## src/rtl/onehot_code_sequencer.sv

```systemverilog
// onehot_code_sequencer
// Takes 4-bit codes from the casez decoder and checks each one for one-hot
// legality. A legal code becomes a 2-bit index tagged with a sequence
// number and goes into a 2-entry FIFO behind a valid/ready handshake.
// An illegal code is dropped and counted.
//
// Optional feature macro: CODE_STATS_EN
//   When defined, the block has four saturating per-index hit counters and
//   the hit_cnt port.
//
// Ports:
//   clk        rising-edge clock
//   rst        synchronous active-high reset (overrides clr and handshakes)
//   in_valid   a code is presented on in_code
//   in_ready   the block can accept a code (FIFO count < 2)
//   in_code    4-bit code from the decoder
//   clr        synchronous clear of error/statistics state only
//   out_valid  FIFO head is valid
//   out_ready  downstream accepts the head
//   out_idx    re-encoded index of the FIFO head
//   out_seq    sequence number of the FIFO head
//   err_sticky set by any dropped illegal code
//   err_count  saturating count of dropped illegal codes
//   hit_cnt    per-index hit counters, index i at [i*CNT_W +: CNT_W]
//              (CODE_STATS_EN only)

module onehot_code_sequencer #(
    parameter int unsigned CNT_W = 8
) (
    input  logic             clk,
    input  logic             rst,
    input  logic             in_valid,
    output logic             in_ready,
    input  logic [3:0]       in_code,
    input  logic             clr,
    output logic             out_valid,
    input  logic             out_ready,
    output logic [1:0]       out_idx,
    output logic [CNT_W-1:0] out_seq,
    output logic             err_sticky,
    output logic [CNT_W-1:0] err_count
`ifdef CODE_STATS_EN
    ,
    output logic [4*CNT_W-1:0] hit_cnt
`endif
);

    localparam int unsigned IDX_W = 2;
    localparam int unsigned NUM_IDX = 4;

    typedef struct packed {
        logic [IDX_W-1:0] idx;
        logic [CNT_W-1:0] seq;
    } entry_t;

    // FIFO occupancy states
    typedef enum logic [1:0] {
        S_EMPTY = 2'd0,
        S_ONE   = 2'd1,
        S_FULL  = 2'd2
    } state_t;

    state_t           state;
    state_t           state_nxt;
    entry_t           head;
    entry_t           head_nxt;
    entry_t           tail;
    entry_t           tail_nxt;
    logic [CNT_W-1:0] seq;
    logic             valid_q;
    logic             ready_q;
    logic             sticky_q;
    logic [CNT_W-1:0] err_q;

    logic             legal;
    logic [IDX_W-1:0] code_idx;
    logic             accept;
    logic             push;
    logic             drop;
    logic             pop;
    entry_t           new_entry;

    // One-hot legality check and index encoding
    always_comb begin
        legal    = 1'b0;
        code_idx = '0;
        case (in_code)
            4'b0001: begin legal = 1'b1; code_idx = 2'd0; end
            4'b0010: begin legal = 1'b1; code_idx = 2'd1; end
            4'b0100: begin legal = 1'b1; code_idx = 2'd2; end
            4'b1000: begin legal = 1'b1; code_idx = 2'd3; end
            default: begin legal = 1'b0; code_idx = '0;   end
        endcase
    end

    // Handshake qualifiers
    always_comb begin
        accept        = in_valid && ready_q;
        push          = accept && legal;
        drop          = accept && !legal;
        pop           = valid_q && out_ready;
        new_entry.idx = code_idx;
        new_entry.seq = seq;
    end

    // State register plus FIFO storage and registered status flags
    always_ff @(posedge clk) begin
        if (rst) begin
            state   <= S_EMPTY;
            head    <= '0;
            tail    <= '0;
            valid_q <= 1'b0;
            ready_q <= 1'b1;
        end else begin
            state   <= state_nxt;
            head    <= head_nxt;
            tail    <= tail_nxt;
            valid_q <= (state_nxt != S_EMPTY);
            ready_q <= (state_nxt != S_FULL);
        end
    end

    // Next-state and FIFO data movement
    always_comb begin
        state_nxt = state;
        head_nxt  = head;
        tail_nxt  = tail;
        case (state)
            S_EMPTY: begin
                if (push) begin
                    state_nxt = S_ONE;
                    head_nxt  = new_entry;
                end
            end
            S_ONE: begin
                if (push && pop) begin
                    // old head leaves, the new entry becomes the head
                    state_nxt = S_ONE;
                    head_nxt  = new_entry;
                end else if (push) begin
                    state_nxt = S_FULL;
                    tail_nxt  = new_entry;
                end else if (pop) begin
                    // head keeps its last value while empty
                    state_nxt = S_EMPTY;
                end
            end
            S_FULL: begin
                if (pop) begin
                    state_nxt = S_ONE;
                    head_nxt  = tail;
                end
            end
            default: begin
                state_nxt = S_EMPTY;
            end
        endcase
    end

    // Sequence number: advances only on legal accepts, wraps naturally
    always_ff @(posedge clk) begin
        if (rst) begin
            seq <= '0;
        end else if (push) begin
            seq <= seq + 1'b1;
        end
    end

    // Error tracking; clr beats a simultaneous drop
    always_ff @(posedge clk) begin
        if (rst || clr) begin
            sticky_q <= 1'b0;
            err_q    <= '0;
        end else if (drop) begin
            sticky_q <= 1'b1;
            if (err_q != {CNT_W{1'b1}}) begin
                err_q <= err_q + 1'b1;
            end
        end
    end

`ifdef CODE_STATS_EN
    logic [CNT_W-1:0] hit_q [NUM_IDX];

    // Per-index saturating hit counters; clr beats a simultaneous hit
    always_ff @(posedge clk) begin
        for (int i = 0; i < int'(NUM_IDX); i++) begin
            if (rst || clr) begin
                hit_q[i] <= '0;
            end else if (push && (code_idx == IDX_W'(i)) &&
                         (hit_q[i] != {CNT_W{1'b1}})) begin
                hit_q[i] <= hit_q[i] + 1'b1;
            end
        end
    end

    for (genvar g = 0; g < int'(NUM_IDX); g++) begin : g_hit
        assign hit_cnt[g*CNT_W +: CNT_W] = hit_q[g];
    end
`endif

    assign in_ready   = ready_q;
    assign out_valid  = valid_q;
    assign out_idx    = head.idx;
    assign out_seq    = head.seq;
    assign err_sticky = sticky_q;
    assign err_count  = err_q;

endmodule

```

## config.mk

```make
export PLATFORM = sky130hd
export DESIGN_NAME = onehot_code_sequencer
export DESIGN_NICKNAME = d
export VERILOG_FILES = /design/src/rtl/onehot_code_sequencer.sv
export SDC_FILE = /design/constraint.sdc
export NUM_CORES = 1
export LEC_CHECK = 0
export BUFFER_PORTS_ARGS = -buffer_cell sky130_fd_sc_hd__buf_4
export CAP_MARGIN = 20
export CORE_ASPECT_RATIO = 0.75
export CORE_MARGIN = 1
export CORE_UTILIZATION = 30
export DETAILED_ROUTE_END_ITERATION = 10
export MAX_ROUTING_LAYER = met4
export PLACE_DENSITY_LB_ADDON = 0.05
export SKIP_LAST_GASP = 1
export SYNTH_ARGS = -nofsm -noshare
export SYNTH_HDL_FRONTEND = slang
export SYNTH_SLANG_ARGS = --single-unit
export TNS_END_PERCENT = 5
```

## constraint.sdc

```tcl
create_clock -name clk -period 2.15 [get_ports clk]
set_input_delay 0.43 -clock clk [delete_from_list [all_inputs] [get_ports clk]]
set_output_delay 0.43 -clock clk [all_outputs]
set_load 0.02 [all_outputs]
```

=== After elaboration in Yosys (flattened, before gate mapping) ===
Cells that the tools add are included.

* Add/subtract/negate cells: 2
* Equality and inequality tests: 11
* Muxes and demuxes: 12
* Bitwise operators: 1
* Reduce and logical (&&, ||, !) cells: 14

{| class="wikitable"
|+ Operators by type and width
! operator !! number
|-
| $mux W10 || 3
|-
| $pmux W10 S3 || 1
|-
| $add A8 B1 Y8 const B || 2
|-
| $pmux W2 S3 || 2
|-
| $mux W2 || 5
|-
| $ne A2 B2 Y1 const B || 4
|-
| $ne A8 B8 Y1 const B || 1
|-
| $logic_and A1 B1 Y1 || 5
|-
| $eq A4 B1 Y1 const B || 1
|-
| $eq A4 B2 Y1 const B || 1
|-
| $eq A4 B3 Y1 const B || 1
|-
| $eq A4 B4 Y1 const B || 1
|-
| $reduce_and A4 Y1 || 1
|-
| $reduce_or A4 Y1 || 1
|-
| $reduce_and A3 Y1 || 1
|-
| $reduce_bool A3 Y1 || 1
|-
| $eq A2 B1 Y1 const B || 1
|-
| $eq A2 B2 Y1 const B || 1
|-
| $logic_not A2 Y1 || 1
|-
| $reduce_and A2 Y1 || 1
|-
| $reduce_bool A2 Y1 || 1
|-
| $logic_not A1 Y1 || 1
|-
| $logic_or A1 B1 Y1 || 1
|-
| $mux W1 || 1
|-
| $not A1 Y1 || 1
|}

* Flip-flop bits (word level): 41
* Bits of input ports: 9
* Output and inout port bits: 21
* Logic and storage cells: 50

=== Longest topological paths before layout ===
* Word-level depth: 8
* Gate-level depth with buffers: 6

=== Worst setup path after synthesis ===
Ideal clock, no wire load.

* Path type: in2reg
* Start: in in_code[0]
* End: reg head (netlist bit out_idx[0])
* Setup time: 145 ps
* Arrival: 1713 ps
* Required time: 2005 ps
* Path slack: 292 ps
* Stages: 6
* Cell sequence: nor4b_1 > a211oi_2 > a2111oi_2 > or2_2 > buf_4 > a311oi_2

* Cells in the longest elaborated chain, start to end: 7
* Elaborated cells on any way between the ends: 15
* Classes of those cells: eq/ne (6); mux (5); reduce/logical (4)

{| class="wikitable"
|+ Ends and longest elaborated chain
! element !! line !! source
|-
| from (decl) || 34 || <nowiki>input logic [3:0] in_code,</nowiki>
|-
| $eq A4 B4 Y1 (tied with other cells) || 87 || <nowiki>case (in_code)</nowiki>
|-
| $reduce_or A4 Y1 (no line) || - ||
|-
| $mux W1 || 87 ||
|-
| $logic_and A1 B1 Y1 || 99 || <nowiki>push = accept && legal;</nowiki>
|-
| $logic_and A1 B1 Y1 || 136 || <nowiki>if (push && pop) begin</nowiki>
|-
| $ne A2 B2 Y1 (no line) || - ||
|-
| $reduce_and A4 Y1 (no line) || - ||
|-
| to (signal assigned) || 116 || <nowiki>head <= head_nxt;</nowiki>
|-
| to (decl) || 65 || <nowiki>entry_t head;</nowiki>
|}

Several ways; a longest one is shown, not always the timed one. The select of a mux whose other input is x is not followed.
A chain may end at the register's enable or synchronous reset.

=== Worst setup path after layout ===
* Start: in in_code[0]
* End: reg head (netlist bit out_seq[6])

* Cells in the longest elaborated chain, start to end: 7
* Elaborated cells on any way between the ends: 11
* Classes of those cells: eq/ne (6); mux (1); reduce/logical (4)

{| class="wikitable"
|+ Ends and longest elaborated chain
! element !! line
|-
| $eq A4 B4 Y1 (tied with other cells) || 87
|-
| $reduce_or A4 Y1 (no line) * || -
|-
| $mux W1 * || 87
|-
| $logic_and A1 B1 Y1 * || 99
|-
| $logic_and A1 B1 Y1 || 136
|-
| $ne A2 B2 Y1 (no line) || -
|-
| $reduce_and A4 Y1 (no line) * || -
|}

Mark *: on every way between the ends. The rest lies on a longest branch, timed or not.

==> flow_metrics.env <==
export IMPL_outcome="finished, final reports clean"
export IMPL_hold_ws_ps=417
export IMPL_ctsResizeCount=0
export IMPL_root_buffer="clkbuf_8"
export IMPL_fin_crit_ps=1780
export IMPL_synth_edff_count=0
export IMPL_whs_path_depth=2
export IMPL_seq_area_um2=821
export IMPL_ant_nets=0
export IMPL_diodes=0
export IMPL_grt_max_degree=33
export IMPL_synth_top_cell_by_area="dfxtp_1"
export IMPL_critPathLaunchType="input port"
export IMPL_drc=0
export IMPL_synthTopCellsByCount="dfxtp_1, nor2_1, nand2_1"
export IMPL_critPathSlowestCell="a2111oi_2"
export IMPL_fin_area_mm2=0.00240
export IMPL_synth_area_mm2=0.00191
export IMPL_io_pin_count=30
export IMPL_powerDensity_mw_per_mm2=684
export IMPL_vias=1609
export IMPL_drv_slew=0
export IMPL_cts_buffers=5
export IMPL_synthCells=213
export IMPL_postLayoutCoreUtil=0.401
export IMPL_row_count=24
export IMPL_numClockSinks=41
export IMPL_fin_tns_setup_ps=0
export IMPL_die_h_um=71.2
export IMPL_synth_most_common_cell="dfxtp_1"
export IMPL_synthTopCellsByArea="dfxtp_1, a311oi_2, nor2_1, nand2_1, mux2i_1"
export IMPL_synth_flop_cell="dfxtp_1"
export IMPL_timing_slew_headroom=0.723
export IMPL_totalWireLength_um=4570
export IMPL_drive_gt1_frac=0.272
export IMPL_crit_type="in -> reg"
export IMPL_post_cts_setup_buffer_count=0
export IMPL_clk_pin_slew_ps=80
export IMPL_die_width_um=94.2
export IMPL_hold_violations=0
export IMPL_core_area_mm2=0.00598
export IMPL_fmax_mhz=561
export IMPL_setup_viol=0
export IMPL_wl_per_cell_um=13.9
export IMPL_clk_insertion_delay_late_ps=300
export IMPL_cts_buffer_depth=2
export IMPL_critPathMaxStageDelay_ps=390
export IMPL_vias_per_cell=4.91
export IMPL_track_usage=0.148
export IMPL_setup_ws_ps=369
export IMPL_gr_total_overflow=0
export IMPL_io_buffer_count=29
export IMPL_syn_nets=224
export IMPL_placed_area_mm2=0.00228
export IMPL_synth_area_per_cell_um2=8.98
export IMPL_drtIter0Drc=90
export IMPL_hold_path_class="in -> reg"
export IMPL_maxCapViolations=0
export IMPL_start_util=0.320
export IMPL_critPathArrivalTime_ps=1990
export IMPL_crit_top_cell="buf_4"
export IMPL_nNetsFinal=260
export IMPL_fillCellCount=603
export IMPL_cts_tree="yes"
export IMPL_yosysWarningCount=0
export IMPL_synth_top_cell_area_share=0.429
export IMPL_p_leak_nw=0.862
export IMPL_ys_ff_latch=41
export IMPL_reg2regPathDepth=5
export IMPL_grt_pass1_wl_um=7310
export IMPL_cts_htree_levels=2
export IMPL_dr_pass1_iters=4
export IMPL_critPathCaptureType="register"
export IMPL_area_growth_pct=25.2
export IMPL_dpl_hpwl_um=3210
export IMPL_ctsHoldBuffers=0
export IMPL_fin_skew_ps=8.45
export IMPL_grt_pass1_vias=1445
export IMPL_place_congestion=0.711
export IMPL_max_vdd_ir_drop_mv=0.251
export IMPL_synth_cell_types=37
export IMPL_synthArstFlopShare=0
export IMPL_pre_cts_ws_ps=55.1
export IMPL_cp_data_required_time_ps=2360
export IMPL_rsz0062_at_grt="false"
export IMPL_ys_seq_area_frac=0.429
export IMPL_fin_crit_sh=0.828
export IMPL_crit_fanout=10
export IMPL_antenna_found_initial=0
export IMPL_path_cells="buf_4 > nor4b_1 > buf_4 > a211oi_2 > a2111oi_2 > buf_4 > nor3_1 > a311oi_2"
export IMPL_multi_input_area_mm2=0.00102
export IMPL_die_area_mm2=0.00670
export IMPL_worstMarginPinSlew_ps=416
path summary, 6_finish.rpt:
path / from / endpoint / slack [ps]
max reg2reg: out_valid / out_seq[6] / 590
max: in_code[0] / out_seq[6] / 370
min: out_ready / in_ready / 420
min reg2reg: err_sticky / err_sticky / 480
power by group:
part           total (mW)  switching, mW  internal, mW
registers           0.796         0.0161         0.779
logic               0.209          0.116        0.0928
clock network       0.635          0.287         0.348
layer usage:
metal / vias up / global-route usage / share of wire
met5: - / - / 0
met4: 0 / 0.0513 / 0.013
met3: 7 / 0.0355 / 0.034
met2: 24 / 0.195 / 0.39
met1: 749 / 0.215 / 0.56
li1: 829 / - / -
state kept, by name, indices dropped and copies added (netlist names):
name / cells
err_sticky: 1
out_valid: 1
err_count: 8
out_seq: 8
tail: 10
in_ready: 1
out_idx: 2
seq: 8
state: 2
cells by family (layout without fill, tap and decap cells):
family,Yosys count,in the layout,synth area share
compound gates,29,29,0.156
xor+xnor,14,14,0.0641
fa+ha+maj,2,2,0.0131
buf+inv,15,52,0.0360
flops,41,41,0.429
mux,9,9,0.0471
simple gates,103,103,0.255
area by class of cell:
cell class,count,area share
multi-input cells,157,0.427
flip-flops and latches,41,0.343
repair buffers,43,0.140
well taps,78,0.0407
clock buffers,5,0.0287
clock inverters,3,0.0193
inverters,1,0.00157
metrics by stage:
stage	total power [mW]	cells
floorplan	0.937	213
global placement	1.02	320
detailed placement	1.02	320
CTS	1.66	328
global route	1.71	328
finish	1.64	328
cells in the final DEF (no fill, tap or decap), types with 2 or more instances in the layout:
cell,n
a211oi_1,2
a21oi_1,5
a311oi_2,10
a31oi_1,2
and2_1,2
and3_1,2
buf_4,42
clkbuf_8,5
dfxtp_1,41
ha_1,2
mux2i_1,9
nand2_1,28
nand2b_1,3
nand3_1,10
nand4_1,2
nor2_1,29
nor2b_1,2
nor3_1,14
nor4_1,5
nor4b_1,2
o21ai_0,2
or2_2,2
xnor2_1,7
xor2_1,7
critical path, delay by kind of cell:
family	cells	cell delay, ps
buffers and inverters	3	530
and+or+nand+nor	2	350
AOI/OAI and AO/OA	3	680
(Power assumes the default switching activity.)
